==> src/rtl/joy2quad_multi.sv <==
// joy2quad_multi: left/right buttons to quadrature steering, per channel.
// Ports: CLK, RESET (async high), clkdiv, accel_en, left, right,
//        steer[2i+1:2i] (quadrature pair), moving[i] (mid-cycle).
module joy2quad_multi #(
    parameter int CHANNELS     = 2,
    parameter int DIV_W        = 8,
    parameter int ACCEL_CYCLES = 4
) (
    input  logic                  CLK,
    input  logic                  RESET,
    input  logic [DIV_W-1:0]      clkdiv,
    input  logic                  accel_en,
    input  logic [CHANNELS-1:0]   left,
    input  logic [CHANNELS-1:0]   right,
    output logic [2*CHANNELS-1:0] steer,
    output logic [CHANNELS-1:0]   moving
);

    typedef enum logic [2:0] {
        IDLE,
        L1,
        L2,
        L3,
        R1,
        R2,
        R3
    } state_t;

    localparam logic [3:0] ACC = 4'(ACCEL_CYCLES);

    logic [DIV_W-1:0] cnt;
    logic             tick;

    // Shared prescaler; clkdiv is only looked at on reload.
    assign tick = (cnt == '0);

    always_ff @(posedge CLK or posedge RESET) begin
        if (RESET) begin
            cnt <= '0;
        end else if (tick) begin
            cnt <= clkdiv;
        end else begin
            cnt <= cnt - DIV_W'(1);
        end
    end

    for (genvar i = 0; i < CHANNELS; i++) begin : g_ch
        state_t     state_q, state_d;
        logic       sub_q, sub_d;
        logic [3:0] hold_q, hold_d;
        logic       dir_q, dir_d;
        logic [1:0] steer_q, steer_d;
        logic       moving_q, moving_d;
        logic       go_l, go_r;
        logic       fast, step;
        logic [3:0] hold_inc;

        always_ff @(posedge CLK or posedge RESET) begin
            if (RESET) begin
                state_q  <= IDLE;
                sub_q    <= 1'b0;
                hold_q   <= '0;
                dir_q    <= 1'b0;
                steer_q  <= 2'b00;
                moving_q <= 1'b0;
            end else begin
                state_q  <= state_d;
                sub_q    <= sub_d;
                hold_q   <= hold_d;
                dir_q    <= dir_d;
                steer_q  <= steer_d;
                moving_q <= moving_d;
            end
        end

        always_comb begin
            go_l     = left[i] & ~right[i];
            go_r     = right[i] & ~left[i];
            fast     = accel_en && (hold_q == ACC);
            step     = tick && (fast || sub_q);
            hold_inc = (hold_q >= ACC) ? ACC : hold_q + 4'd1;

            state_d  = state_q;
            sub_d    = sub_q;
            hold_d   = hold_q;
            dir_d    = dir_q;
            steer_d  = steer_q;
            moving_d = moving_q;

            // sub only paces slow mode; an idle channel with no
            // single direction keeps it cleared so a press starts
            // from a known phase.
            if (tick && !fast) begin
                sub_d = ~sub_q;
            end
            if (tick && state_q == IDLE && !go_l && !go_r) begin
                sub_d = 1'b0;
            end

            if (step) begin
                unique case (state_q)
                    IDLE: begin
                        if (go_l) begin
                            state_d = L1;
                            steer_d = 2'b01;
                            dir_d   = 1'b0;
                            if (dir_q) begin
                                hold_d = '0;
                            end
                        end else if (go_r) begin
                            state_d = R1;
                            steer_d = 2'b10;
                            dir_d   = 1'b1;
                            if (!dir_q) begin
                                hold_d = '0;
                            end
                        end else begin
                            steer_d = 2'b00;
                            hold_d  = '0;
                        end
                    end
                    L1: begin
                        state_d = L2;
                        steer_d = 2'b11;
                    end
                    L2: begin
                        state_d = L3;
                        steer_d = 2'b10;
                    end
                    L3: begin
                        state_d = IDLE;
                        steer_d = 2'b00;
                        hold_d  = go_l ? hold_inc : 4'd0;
                    end
                    R1: begin
                        state_d = R2;
                        steer_d = 2'b11;
                    end
                    R2: begin
                        state_d = R3;
                        steer_d = 2'b01;
                    end
                    R3: begin
                        state_d = IDLE;
                        steer_d = 2'b00;
                        hold_d  = go_r ? hold_inc : 4'd0;
                    end
                    default: begin
                        state_d = IDLE;
                        steer_d = 2'b00;
                    end
                endcase
                moving_d = (state_d != IDLE);
            end
        end

        assign steer[2*i +: 2] = steer_q;
        assign moving[i]       = moving_q;
    end

endmodule

==> config.mk <==
export PLATFORM = sky130hd
export DESIGN_NAME = joy2quad_multi
export DESIGN_NICKNAME = d
export VERILOG_FILES = /design/src/rtl/joy2quad_multi.sv
export SDC_FILE = /design/constraint.sdc
export NUM_CORES = 1
export LEC_CHECK = 0
export ABC_AREA = 1
export CAP_MARGIN = 20
export CORE_MARGIN = 2
export CORE_UTILIZATION = 50
export DETAILED_ROUTE_END_ITERATION = 10
export PLACE_DENSITY = 0.68
export SKIP_LAST_GASP = 1
export SYNTH_ARGS = -nofsm -noshare
export SYNTH_HDL_FRONTEND = slang
export SYNTH_SLANG_ARGS = --single-unit
==> constraint.sdc <==
create_clock -name CLK -period 1.6 [get_ports CLK]
set_clock_uncertainty 0.1 [all_clocks]
set_input_delay 0.24 -clock CLK [delete_from_list [all_inputs] [get_ports CLK]]
set_output_delay 0.24 -clock CLK [all_outputs]
set_load 0.01 [all_outputs]
==> impl_metrics.ini, run 1 <==
[critical_path]
slowest_stage = sky130_fd_sc_hd__dfrtp_1
critical-path-top-delay-family = buffers and inverters
max_stage_delay_ns = 0.39
required_ns = 1.66
critPathBufInv = 4
crit_path_start_kind = flop
arrival_ns = 1.65
crit_path_end_kind = flop
crit_path_cell_trace = inv_2 -> ha_4 -> nand3_4 -> nor2_4 -> buf_6 -> buf_4 -> inv_2 -> nor2_1 -> a31oi_1
crit_path_frequent_cell = sky130_fd_sc_hd__inv_2
criticalPathCategory = reg -> reg
worstPathMaxFanout = 6
launching_element_of_the_worst_setup_path = cnt[1]$_DFF_PP0_
crit-reg2reg-launch = cnt[1]$_DFF_PP0_

[hold_path]
min-delay-path-class = in -> async

[drt]
detail_routed_via_count_per_cell = 4.85
routedWlPerCell_um = 10.9
wl_um = 4390
routed-via-count = 1955
drt.antenna.violating_nets = 0
detailedRoute.firstPassIterationCount = 4
drt-initial-drc-count = 113
post-route-drc-count = 0

[global_routing]
grt_antenna_before_repair = 0
grt_util_all_layers = 0.198
grt_max_degree = 33
first_pass_grt_wire_length_um = 7780
global_route.overflow_total = 0
first_global_vias = 1834

[power_and_ir_drop]
power_switching_share = 0.286
cellInternalPower_mw = 1.45
power.static_leakage_nw = 1.40
irDropWorstVdd_mv = 0.455
share_comb_of_total_power = 0.187
total_power_density_per_cell_area_mw_per_mm2 = 735
clkPwrFrac = 0.334
switching_power_mw = 0.580
p_seq_frac = 0.479

[synth]
synth_nets = 331
post_synth_main_area_contributors = sky130_fd_sc_hd__dfrtp_1, sky130_fd_sc_hd__nand2_1, sky130_fd_sc_hd__nand3_1
register_bit_count_reported_by_yosys = 32
post_synth_inst_count = 302
yosysTopAreaCellShare = 0.373
synth_largest_area_cell = sky130_fd_sc_hd__dfrtp_1
syn_std_cell_area_mm2 = 0.00215
synthDistinctLibCells = 26
synth_sequential_area_ratio = 0.373
synth.avg_cell_area_um2 = 7.12
synth-warning-count = 0

[sta]
max_freq_mhz = 629
rsz0062_at_grt = true
final_hold_viol_count = 0
fin_crit_sh = 0.994
postLayoutSetupSlackWorst_ns = 0.0101
timing_max_transition_violations_final = 0
maxSlewHeadroom = 0.829
finalSetupViolCount = 0
hold_ws_ns = 0.196
min_period_ns = 1.59
slew_at_the_pin_closest_to_its_max_slew_limit_ns = 0.254

[place]
dpl-instance-area_mm2 = 0.00256
dpl.hpwl_um = 3230
place_ws_ns = -0.233
gp_congestion = 0.849
port_buffers = 20

[finish]
most-common-layout-cells = sky130_fd_sc_hd__nand2_1, sky130_fd_sc_hd__inv_1, sky130_fd_sc_hd__nand3_1
areaGrowthSynthToFinish_pct = 28.5
finish.utilization = 0.681
insertedDiodeCount = 0
fillCellCount = 349
multiInputGateArea_mm2 = 0.00116
layout.area.seq_um2 = 801
stdcell_area_mm2 = 0.00276
drive_gt1_frac = 0.193
final_nets = 382
layout.cells.most_common = sky130_fd_sc_hd__nand2_1

[cts]
tritoncts = built
cts_root_buffer = sky130_fd_sc_hd__clkbuf_8
cts.clk_slew.worst_paths_ns = 0.07
numClockSinks = 32
max-clock-path-buffers = 2
worstSkewPairLatency_ns = 0.28
ctsHoldBuffers = 0
cts_buffers = 5
htree_depth = 2

[die]
die-area_mm2 = 0.00484
core_area_mm2 = 0.00406
core.rowCount = 23
fp.dieW_um = 69.6
floorplan.initialDensity = 0.530
io_pins = 21
die_y_um = 69.6

[job]
max-cap-violations = 0

[status]
outcome = complete, no violations
[worst reg2reg max path, cell delays in order, from the launching register on]
cell and delay [ns]:
sky130_fd_sc_hd__dfrtp_1 0.39, sky130_fd_sc_hd__inv_2 0.09, sky130_fd_sc_hd__ha_4 0.14, sky130_fd_sc_hd__nand3_4 0.06
sky130_fd_sc_hd__nor2_4 0.23, sky130_fd_sc_hd__buf_6 0.13, sky130_fd_sc_hd__buf_4 0.12, sky130_fd_sc_hd__inv_2 0.06
sky130_fd_sc_hd__nor2_1 0.09, sky130_fd_sc_hd__a31oi_1 0.06
[final cells by class]
class | instances | share of cell area
clock buffer | 7 | 0.0349
inverter | 48 | 0.0652
multi-input combinational | 216 | 0.421
sequential | 32 | 0.290
tap | 50 | 0.0227
timing repair buffer | 50 | 0.166
[registers in the layout, indices dropped and copies added (netlist names)]
name	cells
g_ch.dir_q	2
g_ch.state_q	6
g_ch.moving_q	2
g_ch.steer_q	4
g_ch.hold_q	8
cnt	8
g_ch.sub_q	2
[synth_stat cells]
cell type	count
sky130_fd_sc_hd__nand3_1	37
sky130_fd_sc_hd__a31oi_1	1
sky130_fd_sc_hd__o21ai_1	15
sky130_fd_sc_hd__nor3_1	1
sky130_fd_sc_hd__nand3b_1	2
sky130_fd_sc_hd__nand4_1	5
sky130_fd_sc_hd__xnor2_1	1
sky130_fd_sc_hd__nor2_2	6
sky130_fd_sc_hd__nor2_4	2
sky130_fd_sc_hd__o21bai_1	4
sky130_fd_sc_hd__buf_6	3
sky130_fd_sc_hd__dfrtp_1	32
sky130_fd_sc_hd__nand2_2	3
sky130_fd_sc_hd__nand3_2	1
sky130_fd_sc_hd__nand2_1	80
sky130_fd_sc_hd__o22ai_1	1
sky130_fd_sc_hd__ha_1	14
sky130_fd_sc_hd__buf_4	2
sky130_fd_sc_hd__o21ai_0	10
sky130_fd_sc_hd__inv_1	42
sky130_fd_sc_hd__xor2_1	1
sky130_fd_sc_hd__buf_2	1
sky130_fd_sc_hd__or2_2	1
sky130_fd_sc_hd__inv_2	6
sky130_fd_sc_hd__a21oi_1	5
sky130_fd_sc_hd__nor2_1	26
[power by group through the flow]
stage / registers, mW / logic, mW / clock network, mW
final: 0.972 / 0.380 / 0.678
after global routing: 0.984 / 0.435 / 0.735
after CTS: 0.970 / 0.355 / 0.705
after detailed placement: 0.985 / 0.352 / 0
after global placement: 0.983 / 0.348 / 0
after floorplan: 0.971 / 0.232 / 0
[layer usage]
layer  wire (um)  vias up  global-route usage  share of wire
met5           0        -                   0              0
met4          70        0              0.0697          0.016
met3         113        5              0.0451          0.026
met2        1980       25               0.313           0.45
met1        2220      869               0.266           0.51
li1            -     1056                   -              -
[path summary, 6_finish.rpt]
path | endpoint | depth (start not counted) | slack (ns)
worst max-delay path | cnt[6]$_DFF_PP0_ | 9 | 0.01
worst min-delay path | g_ch[1].hold_q[0]$_DFFE_PP0P_ | 3 | 0.20
worst max register to register | cnt[6]$_DFF_PP0_ | 9 | 0.01
worst min register to register | g_ch[1].moving_q$_DFFE_PP0N_ | 2 | 0.38
max in group asynchronous | g_ch[1].state_q[0]$_DFFE_PP0N_ | 3 | 1.03
min in group CLK | g_ch[1].moving_q$_DFFE_PP0N_ | 2 | 0.38
[kinds of logic after synthesis]
logic type               after synthesis  synth area share
AO/OA/AOI/OAI                         36            0.0896
XOR/XNOR                               2           0.00815
adder cells (fa/ha/maj)               14            0.0815
buffers and inverters                 54             0.109
flip-flops                            32             0.373
AND/OR/NAND/NOR                      164             0.339
[through the flow]
stage	cells	setup TNS (ns)	power [mW]
after global placement	389	-2.13	1.33
after CTS	396	0	2.03
after global routing	403	-0.791	2.15
after detailed placement	389	-2.74	1.34
final	403	0	2.03
after floorplan	302	0	1.20
[timing repair]
item | 4_1_cts | 5_1_grt
pin swaps | 1 | 8
setup endpoints to repair | 6 | 24
gates resized for setup | 0 | 17
buffers inserted | 0 | 7
Power figures use the tool's default switching activity.
==> run 2: changes to the inputs <==
--- a/config.mk
+++ b/config.mk
@@ -6,11 +6,13 @@
 export NUM_CORES = 1
 export LEC_CHECK = 0
 export ABC_AREA = 1
-export CAP_MARGIN = 20
+export CAP_MARGIN = 10
+export CORE_ASPECT_RATIO = 1.25
 export CORE_MARGIN = 2
 export CORE_UTILIZATION = 50
 export DETAILED_ROUTE_END_ITERATION = 10
 export PLACE_DENSITY = 0.68
+export REMOVE_ABC_BUFFERS = 1
 export SKIP_LAST_GASP = 1
 export SYNTH_ARGS = -nofsm -noshare
 export SYNTH_HDL_FRONTEND = slang
==> run 2 against run 1 <==
Compared with the run above: final area increased by 0.14%; non-clock buffer count increased by 2; largest cell class unchanged; via count increased by 4.9%; critical path type unchanged; setup slack improved by 0.011 ns; critical path depth decreased by 1; die area about the same; flip-flop and latch count unchanged; sequential power about the same; hold slack got worse by 0.012 ns; critical endpoint is now g_ch[1].hold_q[1]$_DFFE_PP0P_.
==> impl_metrics.ini, run 2 (same netlist as run 1, synthesis figures left out) <==
[job]
max-cap-violations = 0

[die]
fp.dieW_um = 62.6
io_pins = 21
core_area_mm2 = 0.00410
floorplan.initialDensity = 0.524
core.rowCount = 26
die_y_um = 77.3
die-area_mm2 = 0.00484

[sta]
maxSlewHeadroom = 0.829
hold_ws_ns = 0.184
min_period_ns = 1.58
slew_at_the_pin_closest_to_its_max_slew_limit_ns = 0.254
postLayoutSetupSlackWorst_ns = 0.0208
finalSetupViolCount = 0
timing_max_transition_violations_final = 0
max_freq_mhz = 633
rsz0062_at_grt = true
fin_crit_sh = 0.987
final_hold_viol_count = 0

[global_routing]
grt_antenna_before_repair = 0
first_global_vias = 1842
grt_max_degree = 19
first_pass_grt_wire_length_um = 7890
global_route.overflow_total = 0
grt_util_all_layers = 0.203

[power_and_ir_drop]
irDropWorstVdd_mv = 0.432
total_power_density_per_cell_area_mw_per_mm2 = 724
power.static_leakage_nw = 1.40

[place]
dpl.hpwl_um = 3420
port_buffers = 20
gp_congestion = 0.829
place_ws_ns = -0.192

[critical_path]
regToRegSetupSlack_ns = 0.02
crit-reg2reg-launch = cnt[1]$_DFF_PP0_
worstPathMaxFanout = 7
r2r-end = g_ch[1].hold_q[1]$_DFFE_PP0P_
criticalPathCategory = reg -> reg
crit_path_start_kind = flop
arrival_ns = 1.65
worst_r2r_path_depth = 8
crit_path_end_kind = flop
required_ns = 1.67

[drt]
drt.antenna.violating_nets = 0
routedWlPerCell_um = 11.6
detail_routed_via_count_per_cell = 4.98
routed-via-count = 2051
drt-initial-drc-count = 89
wl_um = 4760
detailedRoute.firstPassIterationCount = 4
post-route-drc-count = 0

[finish]
multiInputGateArea_mm2 = 0.00116
layout.cells.most_common = sky130_fd_sc_hd__nand2_1
most-common-layout-cells = sky130_fd_sc_hd__nand2_1, sky130_fd_sc_hd__inv_1, sky130_fd_sc_hd__nand3_1
reg.largest.list = cnt: 8 flops, g_ch.hold_q: 8 flops, g_ch.state_q: 6 flops
layout.area.seq_um2 = 801
drive_gt1_frac = 0.180
finish.utilization = 0.675
fillCellCount = 378
areaGrowthSynthToFinish_pct = 28.6
insertedDiodeCount = 0
final_nets = 384

[cts]
tritoncts = built
cts_root_buffer = sky130_fd_sc_hd__clkbuf_8
worstSkewPairLatency_ns = 0.29
numClockSinks = 32
cts.clk_slew.worst_paths_ns = 0.07
max-clock-path-buffers = 2
cts_buffers = 5
htree_depth = 2

[hold_path]
min-delay-path-class = in -> async

[status]
outcome = complete, no violations
==> run 2: layout make-up <==
class | instances | share of cell area
clock buffer | 8 | 0.0326
inverter | 48 | 0.0661
tap | 56 | 0.0253
timing repair buffer | 52 | 0.168
multi-input combinational | 216 | 0.419
sequential | 32 | 0.290
==> run 2: where the power goes <==
part / internal (mW) / switching, mW / total [mW]
clock: 0.351 / 0.299 / 0.649
sequential: 0.889 / 0.0836 / 0.973
combinational: 0.174 / 0.205 / 0.379
==> run 2: worst max path at each step <==
| stage | cells after the start | startpoint | endpoint |
|---|---|---|---|
| floorplan | 8 | cnt[0]$_DFF_PP0_ | g_ch[1].hold_q[0]$_DFFE_PP0P_ |
| global placement | 9 | right[0] | g_ch[0].moving_q$_DFFE_PP0N_ |
| detailed placement | 6 | left[0] | g_ch[0].sub_q$_DFFE_PP0P_ |
| CTS | 8 | cnt[0]$_DFF_PP0_ | g_ch[1].hold_q[1]$_DFFE_PP0P_ |
| global route | 8 | cnt[1]$_DFF_PP0_ | g_ch[1].hold_q[1]$_DFFE_PP0P_ |
| finish | 8 | cnt[1]$_DFF_PP0_ | g_ch[1].hold_q[1]$_DFFE_PP0P_ |
==> run 2: per-layer routing <==
layer / vias up / share of wire / global-route usage
met5: - / 0 / 0
met4: 0 / 0.011 / 0.0733
met3: 5 / 0.030 / 0.0499
met2: 27 / 0.53 / 0.368
met1: 959 / 0.43 / 0.229
li1: 1060 / - / -
==> run 2: worst max-delay path, cell delays in order, from the launching register on <==
cell and delay (ns):
sky130_fd_sc_hd__dfrtp_1 0.39, sky130_fd_sc_hd__inv_2 0.08, sky130_fd_sc_hd__ha_4 0.14, sky130_fd_sc_hd__nand3_4 0.06, sky130_fd_sc_hd__nor2_4 0.24, sky130_fd_sc_hd__buf_6 0.15, sky130_fd_sc_hd__nand3_4 0.06, sky130_fd_sc_hd__o21bai_1 0.16
sky130_fd_sc_hd__nand2_1 0.08
==> run 2: per-stage QoR <==
step / total power [mW] / instance area [um^2] / TNS, ns / cells
after floorplan: 1.20 / 2100 / -1.82 / 296
after global placement: 1.33 / 2540 / -2.03 / 395
after detailed placement: 1.34 / 2540 / -2.50 / 395
after CTS: 1.99 / 2630 / -0.0149 / 403
after global routing: 2.11 / 2770 / -0.736 / 412
final: 2.00 / 2770 / 0 / 412
==> run 2: timing repair <==
action | CTS | global route
pin swaps | 1 | 6
cloned | 0 | 1
hold buffers | 0 | 0
resized for setup | 0 | 16
hold endpoints to repair | 0 | 0
setup buffers | 0 | 8
setup endpoints to repair | 10 | 27
==> edit, RTL diff (settings of run 2) <==
Change the parameter `CHANNELS` from 2 to 1.
--- a/src/rtl/joy2quad_multi.sv
+++ b/src/rtl/joy2quad_multi.sv
@@ -2,7 +2,7 @@
 // Ports: CLK, RESET (async high), clkdiv, accel_en, left, right,
 //        steer[2i+1:2i] (quadrature pair), moving[i] (mid-cycle).
 module joy2quad_multi #(
-    parameter int CHANNELS     = 2,
+    parameter int CHANNELS     = 1,
     parameter int DIV_W        = 8,
     parameter int ACCEL_CYCLES = 4
 ) (
Interface: changed (resized left, moving, right and steer); port bits go from 21 to 16. The function was not compared with the original's and may differ.
==> edit against run 2 <==
Sequential cell count shrank 12; setup slack gained 47 ps; wire length shrank 40%; area after synthesis shrank 39%; final area shrank 35%; critical path depth shrank 7; total power shrank 30%; count of clock-buffer cells in the layout shrank 5; final cell count shrank 39%; die area shrank 37%; largest cell class unchanged.
==> edit: results (changes against run 2) <==
| Metric | Value |
|---|---|
| Status | `finished clean` |
| Fin nets | `241 (-37%)` |
| Via count | `1272 (-38%)` |
| Synth cell types | `24 (-7.7%)` |
| PwrDens | `789 mW/mm² (+9.0%)` |
| First-pass GRT wire length | `4950 µm (-37%)` |
| IR drop worst, VDD | `0.386 mV (-11%)` |
| CTS buffer count | `3 (-2)` |
| Leakage | `0.918 nW (-34%)` |
| Pre-Repair DR Iteration Count | `4 (unchanged)` |
| Clk slew on worst S/H paths | `120 ps (+50 ps)` |
| Largest net degree at the start of global routing | `21 (+2)` |
| Port Buf Inserts | `15 (-25%)` |
| Crit-path max FO | `2 (-5)` |
| GR Util All Layers | `21.0% (+0.69 points)` |
| H-tree Lvls | `1 (-1)` |
| CP delay by family, top | `buffers and inverters` |
| CP max stage delay | `530 ps (+140 ps)` |
| HPWL after DPL | `2160 µm (-37%)` |
| Setup WS pre-CTS | `-300 ps (-108 ps)` |
| Cell count of the worst reg-to-reg path | `7 (-1)` |
| Final Routed Wirelength | `2870 µm (-40%)` |
| Largest regs | `cnt x8, g_ch.hold_q x4, g_ch.state_q x3` |
| Async SR Flop Fraction | `100% (unchanged)` |
| Detailed Route Iter0 Violations | `54 (-39%)` |
| Vias in the first global route | `1209 (-34%)` |
| Main area contributors after synthesis | `dfrtp_1 38%, nand2_1 11%, nand3_1 8.4%` |
| Share of layout cells above drive strength 1 | `24.2% (+6.2 points)` |
| Routability cong. | `0.871 (+5.1%)` |
| Slew margin rel. | `83.0% (about the same)` |
| Worst EP arrival | `1190 ps (-460 ps)` |
| Sequential share of the synthesized area | `38.2% (+0.92 points)` |
| Root buffer cell | `clkbuf_4` |
| Slowest CP cell | `clkdlybuf4s50_1` |
| Placed instance area | `0.00161 mm² (-37%)` |
| Commonest cells in the netlist | `39 x nand2_1, 29 x inv_1, 22 x nand3_1` |
==> edit: cell types whose count changed in the layout (fill, tap and decap cells not counted), sizes merged, moves of 10 or more <==
cell / delta
nand2: -42
inv: -16
nand3: -16
dfrtp: -12
nor2: -11
buf: -10
==> edit: worst min-delay path: stages <==
cell	delay [ps]
clkdlybuf4s50_1	390
inv_1	50
buf_4	260
==> edit: power by group <==
part           leakage (nW)  internal [mW]  switching, mW  total, mW
Combinational         0.659          0.153          0.189      0.342
Clock                0.0279          0.253          0.155      0.408
Sequential            0.232          0.581         0.0795      0.660
==> edit: cell type report <==
type                    count  area (µm²)
multi-input cells         126         746
clock inverters             1        30.0
inverters                  32         120
repair buffers             37         328
clock buffers               3        22.5
flip-flops and latches     20         500
well taps                  33        41.3
fillers                   220         664
==> edit: worst paths after layout <==
| kind | slack (ps) | startpoint | to |
|---|---|---|---|
| worst max-delay path | 70 | steer[0]$_DFFE_PP0N_ | steer[0] |
| worst min-delay path | 150 | RESET | cnt[0]$_DFF_PP0_ |
| worst max register to register | 90 | cnt[3]$_DFF_PP0_ | g_ch[0].hold_q[2]$_DFFE_PP0P_ |
| worst min register to register | 370 | cnt[0]$_DFF_PP0_ | cnt[0]$_DFF_PP0_ |
| max in group asynchronous | 1040 | RESET | g_ch[0].hold_q[2]$_DFFE_PP0P_ |
| min in group CLK | 370 | cnt[0]$_DFF_PP0_ | cnt[0]$_DFF_PP0_ |
==> edit: per-stage QoR <==
step	cells	TNS, ps
after global routing	252	-17.4
after floorplan	178	0
final	252	0
after global placement	242	-1290
after CTS	246	-75.4
after detailed placement	242	-1920
==> edit: cells by family after synthesis <==
family	count (synthesis)	synth area share, %
simple gates	91	32.0
buf+inv	34	10.4
compound gates	25	10.5
flops	20	38.2
fa+ha+maj	8	7.63
xor+xnor	2	1.34
==> edit: layer usage <==
layer  up-vias  share of wire [%]  global-route usage (%)
li1        651                  -                       -
met1       603                 43                    24.5
met2        16                 54                    39.0
met3         2                2.4                    2.43
met4         0               0.63                    9.92
met5         -                  0                       0
==> edit: timing repair <==
action                                  in CTS  in global routing
endpoints found under the setup margin       8                 16
pin swaps                                    0                 11
cloned                                       0                  0
buffers inserted                             0                  6
gates resized for setup                      2                 24
